[src/rtl/store_monitor_pkg.sv]
// store_monitor_pkg: shared types for the store-side self-test monitor
package store_monitor_pkg;
  typedef enum logic [1:0] {RUN, PASS, FAIL} mon_state_t;
  typedef enum logic [1:0] {FC_NONE, FC_BAD_ADR, FC_BAD_DATA, FC_TIMEOUT} fail_code_t;
  typedef struct packed {
    logic [31:0] adr;
    logic [31:0] data;
  } store_rec_t;
endpackage

[src/rtl/store_log_fifo.sv]
// store_log_fifo: first-word-fall-through store log with sticky overflow flag
module store_log_fifo
  import store_monitor_pkg::*;
#(
  parameter int DEPTH = 8
) (
  input  logic       clk,
  input  logic       reset,
  input  logic       wr_en,
  input  logic       rd_en,
  input  store_rec_t wr_rec,
  output logic       valid,
  output store_rec_t rd_rec,
  output logic       overflow
);
  localparam int AW = $clog2(DEPTH);
  store_rec_t mem [DEPTH];
  logic [AW-1:0] wp, rp;
  logic [AW:0] cnt;
  logic full, pop, push;
  assign valid = cnt != '0;
  assign full = cnt == (AW+1)'(DEPTH);
  assign pop = rd_en && valid;
  // a full log still accepts a push when the same edge frees a slot
  assign push = wr_en && (!full || pop);
  assign rd_rec = mem[rp];
  always_ff @(posedge clk or posedge reset)
    if (reset) begin
      wp <= '0;
      rp <= '0;
      cnt <= '0;
      overflow <= 1'b0;
    end else begin
      if (push) wp <= wp + AW'(1);
      if (pop) rp <= rp + AW'(1);
      cnt <= cnt + (AW+1)'(push) - (AW+1)'(pop);
      if (wr_en && full && !pop) overflow <= 1'b1;
    end
  always_ff @(posedge clk)
    if (push) mem[wp] <= wr_rec;
endmodule

[src/rtl/store_monitor.sv]
// store_monitor: decides pass/fail of the self-test from data-memory stores and logs every store
module store_monitor
  import store_monitor_pkg::*;
#(
  parameter logic [31:0] PASS_ADDR      = 32'd100,
  parameter logic [31:0] PASS_DATA      = 32'd3,
  parameter logic [31:0] SCRATCH_ADDR   = 32'd96,
  parameter int unsigned TIMEOUT_CYCLES = 10000,
  parameter int          LOG_DEPTH      = 8
) (
  input  logic        clk,
  input  logic        reset,
  input  logic        mem_write,
  input  logic [31:0] data_adr,
  input  logic [31:0] write_data,
  input  logic        log_rd_en,
  output logic        log_valid,
  output logic [31:0] log_adr,
  output logic [31:0] log_data,
  output logic        log_overflow,
  output logic        done,
  output logic        pass,
  output logic        fail,
  output logic [1:0]  fail_code,
  output logic [31:0] fail_adr,
  output logic [31:0] fail_data,
  output logic [31:0] cycle_count
);
  mon_state_t state, state_n;
  fail_code_t code_n, code_q;
  store_rec_t head;
  logic decide, timeout;
  store_log_fifo #(.DEPTH(LOG_DEPTH)) u_log (
    .clk(clk), .reset(reset), .wr_en(mem_write), .rd_en(log_rd_en),
    .wr_rec('{adr: data_adr, data: write_data}),
    .valid(log_valid), .rd_rec(head), .overflow(log_overflow)
  );
  assign log_adr = head.adr;
  assign log_data = head.data;
  // scratch writes never decide, so a timeout on that cycle still fires
  assign decide = mem_write && data_adr != SCRATCH_ADDR;
  assign timeout = TIMEOUT_CYCLES != 0 && cycle_count == 32'(TIMEOUT_CYCLES) - 32'd1;
  always_ff @(posedge clk or posedge reset)
    if (reset) state <= RUN;
    else state <= state_n;
  always_comb begin
    code_n = state != RUN ? FC_NONE
           : decide ? (data_adr == PASS_ADDR ? (write_data == PASS_DATA ? FC_NONE : FC_BAD_DATA) : FC_BAD_ADR)
           : timeout ? FC_TIMEOUT : FC_NONE;
    state_n = state != RUN ? state
            : decide && data_adr == PASS_ADDR && write_data == PASS_DATA ? PASS
            : code_n != FC_NONE ? FAIL : RUN;
  end
  always_comb begin
    done = state != RUN;
    pass = state == PASS;
    fail = state == FAIL;
    fail_code = code_q;
  end
  always_ff @(posedge clk or posedge reset)
    if (reset) begin
      code_q <= FC_NONE;
      fail_adr <= '0;
      fail_data <= '0;
      cycle_count <= '0;
    end else begin
      if (state == RUN && state_n == FAIL) begin
        code_q <= code_n;
        fail_adr <= code_n == FC_TIMEOUT ? 32'd0 : data_adr;
        fail_data <= code_n == FC_TIMEOUT ? 32'd0 : write_data;
      end
      if (state == RUN && cycle_count != '1) cycle_count <= cycle_count + 32'd1;
    end
endmodule
[config.mk]
export PLATFORM = sky130hd
export DESIGN_NAME = store_monitor
export DESIGN_NICKNAME = d
export VERILOG_FILES = /design/src/rtl/store_monitor_pkg.sv /design/src/rtl/store_log_fifo.sv /design/src/rtl/store_monitor.sv
export SDC_FILE = /design/constraint.sdc
export NUM_CORES = 1
export LEC_CHECK = 0
export BUFFER_PORTS_ARGS = -buffer_cell sky130_fd_sc_hd__buf_2
export CAP_MARGIN = 20
export CORE_ASPECT_RATIO = 2
export CORE_UTILIZATION = 55
export DETAILED_ROUTE_END_ITERATION = 10
export GPL_TIMING_DRIVEN = 0
export PLACE_DENSITY = 0.8
export REMOVE_ABC_BUFFERS = 1
export SLEW_MARGIN = 10
export SYNTH_ARGS = -nofsm -noshare
export SYNTH_HDL_FRONTEND = slang
export SYNTH_HIERARCHICAL = 1
export SYNTH_SLANG_ARGS = --single-unit
export TNS_END_PERCENT = 50
[constraint.sdc]
create_clock -name clk -period 17.5 [get_ports clk]
set_clock_uncertainty 0.1 [all_clocks]
set_input_delay 0.875 -clock clk [delete_from_list [all_inputs] [get_ports clk]]
set_output_delay 0.875 -clock clk [all_outputs]
set_load 0.02 [all_outputs]
Yosys cells after proc, flatten, opt, wreduce, memory -nomap -nowiden
Memories as Yosys holds them, arrays and structs flattened.
Index checks and enable logic that the tools add are counted.
{ "classes": {"addsub": 5, "eq_ne": 10, "muxes": 12, "reduce_logical": 16} }
{ "op_table": {"columns": ["cell", "n"], "rows": [
  ["2-to-1 mux 32 bit", 2],
  ["adder 32 x 1 -> 32 bit (second input constant)", 1],
  ["equality test 32 x 14 -> 1 bit (second input constant)", 1],
  ["equality test 32 x 2 -> 1 bit (second input constant)", 1],
  ["equality test 32 x 7 -> 1 bit (second input constant)", 1],
  ["inequality test 32 bit (second input constant)", 1],
  ["inequality test 32 x 7 -> 1 bit (second input constant)", 1],
  ["2-to-1 mux 2 bit", 8],
  ["logical AND 1 bit", 9],
  ["adder 3 x 1 -> 3 bit (second input constant)", 2],
  ["equality test 2 bit (second input constant)", 3],
  ["adder 4 x 1 -> 4 bit", 1],
  ["equality test 4 bit (second input constant)", 1],
  ["nonzero test 2 bit", 2],
  ["nonzero test 4 bit", 1],
  ["subtractor 4 x 1 -> 4 bit", 1],
  ["equality test 2 x 1 -> 1 bit (second input constant)", 1],
  ["logical NOT 1 bit", 2],
  ["logical NOT 2 bit", 1],
  ["2-to-1 mux 1 bit", 2],
  ["logical OR 1 bit", 1]
]} }
{ "word_totals": {"reg_bits": 111, "ramBits": 512, "wordCells": 53, "mem_count": 1} }
{ "mem_list": {"columns": ["name", "depth", "width", "rd", "rd_ports_with_merged_regs", "write_ports", "line", "text"], "rows": [
  ["u_log.mem", 8, 64, 1, 0, 1, "store_log_fifo.sv:17", "store_rec_t mem [DEPTH];"]
]} }

Logic depth before layout (Yosys ltp)
Gate-level depths: netlist of run 1.
{ "depth": {"depth_word": 11, "mapped_depth": 10, "mapped_depth_nobuf": 9} }

Cells and area by module
Netlist of run 1, hierarchy kept.
{ "modules_own_cells": {"columns": ["module", "n_inst", "cells_each", "area_per_inst_um2"], "rows": [
  ["store_log_fifo", 1, 803, 19870.3],
  ["store_monitor", 1, 354, 4340.4]
]} }

Worst setup path after synthesis of run 1
No wires, ideal clock.
{ "synth_timing": {"kind": "input to register", "start": "input port mem_write", "end": "memory u_log/mem[1][0] (netlist bit) (enable)", "setup_time_ps": 644, "arrival_ps": 7289, "required_ps": 16756, "path_slack_ps": 9467, "path_stages": 3, "path_cell_list": "clkbuf_1 -> nand2_1 -> nor4_1"} }
{ "synth_via": {"elab_chain_cells": 3} }
{ "synth_rtl": {"columns": ["element", "line", "text"], "rows": [
  ["start: declaration", "store_monitor.sv:13", "input logic mem_write,"],
  ["logical AND 1 bit", "store_log_fifo.sv:25", "assign push = wr_en && (!full || pop);"],
  ["2-to-1 mux 1 bit", "store_log_fifo.sv:40", "if (push) mem[wp] <= wr_rec;"],
  ["2-to-1 mux 1 bit (not written as such)", "store_log_fifo.sv:40", null],
  ["end: declaration", "store_log_fifo.sv:17", null]
]} }
Every way passes these cells.

Final worst setup path of run 1
{ "layout_timing": {"start": "register u_log.rp[0]", "end": "output port log_adr[6]"} }
{ "layout_via": {"elab_chain_cells": 1} }
{ "layout_rtl": {"columns": ["element", "line", "text"], "rows": [
  ["start: declaration", "store_log_fifo.sv:18", "logic [AW-1:0] wp, rp;"],
  ["start signal: assignment", "store_log_fifo.sv:35", "if (pop) rp <= rp + AW'(1);"],
  ["memory (8 x 64 bit)", null, null],
  ["end: declaration", "store_monitor.sv:18", "output logic [31:0] log_adr,"]
]} }
Every way passes these cells.

==> flow_summary_export.csv, run 1 <==
group,metric,value,unit
status,status,"finished, final reports clean",
global_routing,met1_usage,30.6,%
floorplan,die_h,299,µm
synth,ys_top_cells_by_area,"edfxtp_1 (64%), mux4_2 (12%), dfrtp_1 (11%)",
synth,synth_top_area_share,63.5,%
route,vias,12400,
synth,syn_inst,1157,
global_routing,gr-usage-met3,3.65,%
cts,cts-hold-fix-buffers,0,
synth,synth-seq-area-share,75.0,%
synth,ys.flop_type,"edfxtp_1",
power_and_ir_drop,leakage,0.0103,µW
sta,rsz0062_at_grt,"false",
finish,nets,1537,
global_routing,busiest_layer,"met2",
route,wl_per_cell,26.0,µm
route,dr.pass1.iters,5,
global_routing,met2_usage,43.1,%
sta,finalSetupTns,0,ns
route,wl,53.3,mm
cts,numCtsBuffers,51,
synth,ys_ff_latch,623,
setup_path,slowest_delay,0.82,ns
setup_path,crit_fanout,39,
global_routing,overflow,0,
finish,diodes,0,
sta,hold_violations,0,
floorplan,start_util,55.8,%
synth,synthArstFlopShare,17.8,%
cts,post-cts-setup-buffer-count,0,
floorplan,die_area,0.0449,mm²
setup_path,r2r-end,"u_log/mem[0][10]$_DFFE_PP_",
sta,drv_slew,0,
placed_design,port_buffers,234,
placed_design,dpl_cell_area,0.0266,mm²
setup_path,crit_family,"multiplexers",
cts,path_clk_slew,0.07,ns
setup_path,ff2ff_setup_slack,13.93,ns
setup_path,crit_buf_inv,3,
route,post-route-drc-count,0,
finish,drive_above_1_share,40.0,%
synth,mappedNetlistArea,0.0242,mm²
synth,synth_cell_types,52,
synth,yosys.area.top_type,"edfxtp_1",
setup_path,cp-start-kind,"flip-flop",
placed_design,place_congestion,0.846,
setup_path,path_cells,"buf_16, buf_16, mux4_2, mux2_2, buf_2",
sta,finalCritPeriodShare,23.5,%
power_and_ir_drop,p_per_area,157,mW/mm²
global_routing,grt_max_degree,70,
global_routing,grt_first_pass_wirelength,81.1,mm
cts,clock_tree.buffer_depth,3,
route,ant_nets,0,
sta,max_freq,243,MHz
setup_path,r2r_start,"u_log/cnt[2]$_DFF_PP0_",
cts,tritoncts,"built",
hold_path,hold_class,"in2async",
setup_path,cp_data_required_time,16.52,ns
global_routing,grt_pass1_vias,13500,
route,drt_iter0_drc,731,
global_routing,grt_usage,24.8,%
floorplan,core,0.0434,mm²
setup_path,critPathKind,"reg2out",
cts,cts_resized,0,
synth,ys_warn_count,6,
synth,synth_edf_count,512,
floorplan,die_x,150,µm
power_and_ir_drop,ir_worst_vdd,134,µV
sta,min_period,4.12,ns
cts,insertion_delay,0.57,ns
setup_path,endpoint_kind,"primary output",
cts,cts.htree.levels,2,
floorplan,num_rows,108,
setup_path,rr_worst_depth,9,
finish,syn_to_final_growth,16.9,%
global_routing,antenna_found_initial,1,
setup_path,crit_top_cell,"buf_16",
route,vias_per_cell,6.06,
setup_path,cp.arrival,3.14,ns
flow_run,cap_violations,0,
sta,worst_slew_pin_slew,1.14,ns
setup_path,critPathSlowestCell,"dfrtp_4",
floorplan,num_io_pins,235,
placed_design,place_hpwl,34.7,mm
sta,setup_violations,0,
synth,avgSynthCellArea,20.9,µm²
sta,slew_headroom,23.3,%
cts,clock_sinks,623,
finish,stdcell_area,0.0283,mm²
cts,clockRootBuffer,"clkbuf_16",
power breakdown:
group	internal, µW	switching (µW)
registers	1820	105
logic	622	713
clock network	665	524
total	3100	1340
kinds of logic after synthesis:
kind of cell / share of synthesized area [%]
DFF: 75.0
muxes: 15.1
and+or+nand+nor: 3.45
xor gates and xnor gates: 1.30
AOI/OAI and AO/OA: 2.73
buffers and inverters: 1.98
adders and majority gates: 0.496
flip-flops by register name, indices dropped and copies added (netlist names):
signal and flops:
u_log/overflow 1, fail_data 32, u_log/mem 512, cycle_count 32, u_log/cnt 4, u_log/rp 3, state 2, fail_code 2
fail_adr 32, u_log/wp 3
cell usage after synthesis, types with 11 or more instances:
cell and count:
nand3_1 16, a22o_1 63, nor2_1 28, nor4_1 17
buf_2 22, dfrtp_1 111, buf_6 11, nand4_1 13
nand2_1 29, xnor2_1 24, mux2_2 67, edfxtp_1 512
xor2_1 12, inv_1 15, mux4_2 128
layer usage:
| metal | part of all wire [%] | vias up |
|---|---|---|
| met5 | 0.024 | - |
| met1 | 37 | 6521 |
| met4 | 3.7 | 2 |
| met2 | 54 | 481 |
| li1 | - | 5332 |
| met3 | 5.5 | 106 |
worst max path at each step:
stage / start / to / cells after the start
global route: u_log/rp[0]$_DFFE_PP0N_ / log_data[11] / 5
detailed placement: data_adr[29] / fail_data[23]$_DFFE_PP0P_ / 8
finish: u_log/rp[0]$_DFFE_PP0N_ / log_adr[6] / 5
global placement: log_rd_en / u_log/mem[1][10]$_DFFE_PP_ / 4
floorplan: log_rd_en / u_log/mem[1][0]$_DFFE_PP_ / 3
CTS: u_log/rp[0]$_DFFE_PP0N_ / log_adr[6] / 5
metrics by stage:
step | utilization, % | cells | hold WS [ns] | worst slack (ns) | power [µW]
6_report | 65.2 | 2052 | 0.186 | 13.38 | 4440
3_5_place_dp | 61.2 | 1957 | 0.377 | 13.56 | 3300
4_1_cts | 65.2 | 2052 | 0.168 | 13.25 | 4500
2_1_floorplan | - | 1106 | 0.377 | 9.50 | 2910
3_3_place_gp | 59.1 | 1890 | 0.361 | 2.63 | 3400
5_1_grt | 65.2 | 2052 | 0.197 | 13.18 | 4620
area by class of cell:
class                   count  area [µm²]
repair buffers            301        2000
well taps                 550         688
clock inverters            24         285
multi-input cells         468        5640
flip-flops and latches    623       18200
fillers                  2797       15100
clock buffers              71        1460
inverters                  15        61.3
layout by cell type, fill, tap and decap left out, types with 7 or more instances in the layout:
cell | Yosys | final
mux4_2 | 128 | 128
xnor2_1 | 24 | 24
clkbuf_8 | 0 | 7
xor2_1 | 12 | 12
nor2_1 | 28 | 25
inv_1 | 15 | 14
buf_4 | 2 | 34
a22o_1 | 63 | 63
buf_16 | 0 | 11
clkbuf_1 | 8 | 11
dfrtp_1 | 111 | 108
buf_6 | 11 | 12
nand4_1 | 13 | 13
buf_2 | 22 | 238
nand3_1 | 16 | 16
ha_1 | 8 | 8
edfxtp_1 | 512 | 512
clkbuf_16 | 0 | 53
nor4_1 | 17 | 16
nand2_1 | 29 | 28
mux2_2 | 67 | 67
Note: power is estimated with default switching activity, not from simulation.
==> inputs of run 2 (changes only) <==
--- a/config.mk
+++ b/config.mk
@@ -5,13 +5,14 @@
 export SDC_FILE = /design/constraint.sdc
 export NUM_CORES = 1
 export LEC_CHECK = 0
+export ABC_AREA = 1
 export BUFFER_PORTS_ARGS = -buffer_cell sky130_fd_sc_hd__buf_2
 export CAP_MARGIN = 20
 export CORE_ASPECT_RATIO = 2
 export CORE_UTILIZATION = 55
 export DETAILED_ROUTE_END_ITERATION = 10
 export GPL_TIMING_DRIVEN = 0
-export PLACE_DENSITY = 0.8
+export PLACE_DENSITY = 0.79
 export REMOVE_ABC_BUFFERS = 1
 export SLEW_MARGIN = 10
 export SYNTH_ARGS = -nofsm -noshare
==> constraint.sdc (replaced) <==
create_clock -name clk -period 3.85 [get_ports clk]
set_clock_uncertainty 0.1 [all_clocks]
set_input_delay 0.1925 -clock clk [delete_from_list [all_inputs] [get_ports clk]]
set_output_delay 0.1925 -clock clk [all_outputs]
set_load 0.02 [all_outputs]
==> run 2 against run 1 <==
Net effect:
- largest power group unchanged
- via count up 59%
- cell count up 73%
- register-to-register slack worse by 13 ns
- highest routed layer is now met4
- largest cell class unchanged
- routed wire length up 31%
- worst hold slack worse by 0.15 ns
- global-route usage up 2.7 points
- non-clock buffer count up 40
- count of clock-buffer cells in the layout down 11
==> flow_summary_export.csv, run 2 <==
group,metric,value,unit
synth,synthArstFlopShare,17.8,%
global_routing,grt_first_pass_wirelength,106,mm
route,wl,69.6,mm
power_and_ir_drop,leakage,0.0137,µW
flow_run,cap_violations,0,
global_routing,met1_usage,30.6,%
cts,clock_sinks,623,
power_and_ir_drop,p_seq_share,40.0,%
placed_design,place_hpwl,43.6,mm
setup_path,cp-start-kind,"flip-flop",
setup_path,ff2ff_setup_slack,0.60,ns
setup_path,crit_fanout,140,
global_routing,met2_usage,50.7,%
finish,stdcell_area,0.0317,mm²
placed_design,place_congestion,0.931,
synth,ys_top_cells_by_area,"edfxtp_1 (57%), nand2_1 (13%), dfrtp_1 (10%)",
power_and_ir_drop,ir_worst_vdd,481,µV
sta,finalCritPeriodShare,92.0,%
status,status,"finished, final reports clean",
route,ant_nets,0,
setup_path,cp.arrival,3.25,ns
finish,drive_above_1_share,14.6,%
power_and_ir_drop,p_int,13400,µW
cts,clock_tree.buffer_depth,3,
floorplan,die_x,159,µm
finish,largest_reg_flops,512,
power_and_ir_drop,switchingPower,7860,µW
power_and_ir_drop,clockPowerShare,25.5,%
setup_path,cp_data_required_time,3.56,ns
setup_path,critPathKind,"reg2out",
power_and_ir_drop,p_per_area,669,mW/mm²
cts,cts.htree.levels,2,
synth,synth_cell_types,36,
floorplan,num_io_pins,235,
finish,nets,2953,
synth,mappedNetlistArea,0.0271,mm²
global_routing,grt_pass1_vias,19900,
route,dr.pass1.iters,6,
route,vias,19800,
synth,netlist_top_cells_count,"nand2_1 (914), edfxtp_1 (512), nor2_1 (299)",
floorplan,die_h,316,µm
global_routing,gr-usage-met3,4.13,%
power_and_ir_drop,power.share.combinational,34.6,%
finish,final_cell_mix,"nand2_1 (914), edfxtp_1 (512), nor2_1 (291)",
route,drt_iter0_drc,1870,
placed_design,dpl_cell_area,0.0293,mm²
setup_path,endpoint_kind,"primary output",
setup_path,r2r_start,"cycle_count[0]$_DFFE_PP0P_",
power_and_ir_drop,p_sw_share,37.0,%
sta,setup_violations,0,
synth,yosys.area.top_type,"edfxtp_1",
synth,ys.flop_type,"edfxtp_1",
finish,diodes,0,
global_routing,grt_usage,27.5,%
synth,synth_edf_count,512,
synth,yosysMostFrequentCell,"nand2_1",
cts,tritoncts,"built",
synth,syn_inst,2611,
sta,worst_slew_pin_slew,0.924,ns
cts,insertion_delay,0.58,ns
synth,ys_warn_count,6,
floorplan,core,0.0485,mm²
finish,layout_commonest_cell,"nand2_1",
sta,finalSetupTns,0,ns
synth,synth_top_area_share,56.7,%
floorplan,num_rows,114,
sta,min_period,3.54,ns
global_routing,overflow,0,
global_routing,antenna_found_initial,0,
cts,clockRootBuffer,"clkbuf_16",
placed_design,port_buffers,234,
synth,ys_ff_latch,623,
synth,avgSynthCellArea,10.4,µm²
cts,numCtsBuffers,52,
synth,synth-seq-area-share,66.9,%
finish,syn_to_final_growth,17.0,%
route,post-route-drc-count,0,
route,vias_per_cell,5.56,
global_routing,grt_max_degree,141,
sta,slew_headroom,38.4,%
setup_path,startpoint,"u_log/rp[0]$_DFFE_PP0N_",
global_routing,busiest_layer,"met2",
sta,drv_slew,0,
sta,rsz0062_at_grt,"false",
finish,top_register,"u_log/mem",
route,wl_per_cell,19.6,µm
hold_path,hold_class,"in2async",
floorplan,start_util,55.9,%
cts,path_clk_slew,0.07,ns
sta,max_freq,282,MHz
sta,hold_violations,0,
floorplan,die_area,0.0503,mm²
run 2: power by group through the flow:
stage	logic, µW	clock network [µW]	registers [µW]
floorplan	3880	0	8910
global placement	4860	0	9130
detailed placement	7150	0	8660
CTS	7260	5470	8520
global route	8000	5730	8540
finish	7340	5410	8490
run 2: worst paths after layout:
check / to / cells past startpoint
setup / recovery: log_adr[21] / 10
hold / removal: cycle_count[16]$_DFFE_PP0P_ / 3
setup reg to reg: fail_adr[9]$_DFFE_PP0P_ / 11
hold reg to reg: fail_code[0]$_DFFE_PP0P_ / 2
max in group asynchronous: fail_adr[27]$_DFFE_PP0P_ / 4
min in group clk: u_log/mem[3][24]$_DFFE_PP_ / 2
run 2: kinds of logic (layout without fill, tap and decap cells):
family | Yosys count | in the layout | share of synthesized area (%)
DFF | 623 | 623 | 66.9
xor gates and xnor gates | 33 | 33 | 1.07
buffers and inverters | 339 | 645 | 5.92
adders and majority gates | 9 | 9 | 0.443
AOI/OAI and AO/OA | 270 | 270 | 5.67
and+or+nand+nor | 1337 | 1337 | 20.0
run 2: through the flow:
step / power, µW / util [%] / hold WS (ns) / worst slack, ns / instances
6_report: 21200 / 65.4 / 0.0350 / 0.307 / 3555
5_1_grt: 22300 / 65.4 / 0.0507 / 0.131 / 3555
4_1_cts: 21200 / 65.4 / 0.0274 / 0.107 / 3554
2_1_floorplan: 12800 / - / -0.0551 / -5.36 / 2481
3_3_place_gp: 14000 / 58.3 / 0.108 / -12.07 / 3353
3_5_place_dp: 15800 / 60.4 / 0.103 / 0.681 / 3392
run 2: area by class of cell:
cell class | instances | area (µm²)
Sequential cell | 623 | 18200
Fill cell | 3535 | 16800
Multi-Input combinational cell | 1649 | 7420
Timing Repair Buffer | 341 | 2790
Clock buffer | 60 | 1380
Inverter | 209 | 805
Tap cell | 638 | 798
Clock inverter | 35 | 359
run 2: routing by layer:
metal | part of all wire [%] | vias to the layer above
li1 | - | 9097
met1 | 35 | 9551
met2 | 53 | 931
met3 | 6.8 | 188
met4 | 4.7 | 0
met5 | 0 | -
run 2: timing repair:
| action | CTS | global route |
|---|---|---|
| endpoints found under the setup margin | 0 | 7 |
| hold endpoints to repair | 693 | 0 |
| gates resized for setup | 0 | 1 |
| hold buffers | 67 | 0 |
| setup buffers | 0 | 1 |
run 2: critical path, cell delays in order, from the launching register on:
cell     delay (ns)
dfrtp_4        0.66
buf_16         0.29
inv_8          0.31
buf_16         0.46
nand2_1        0.10
nand2_1        0.09
nand2_1        0.07
o21ai_1        0.13
nand2_1        0.08
nand2_1        0.14
buf_2          0.18
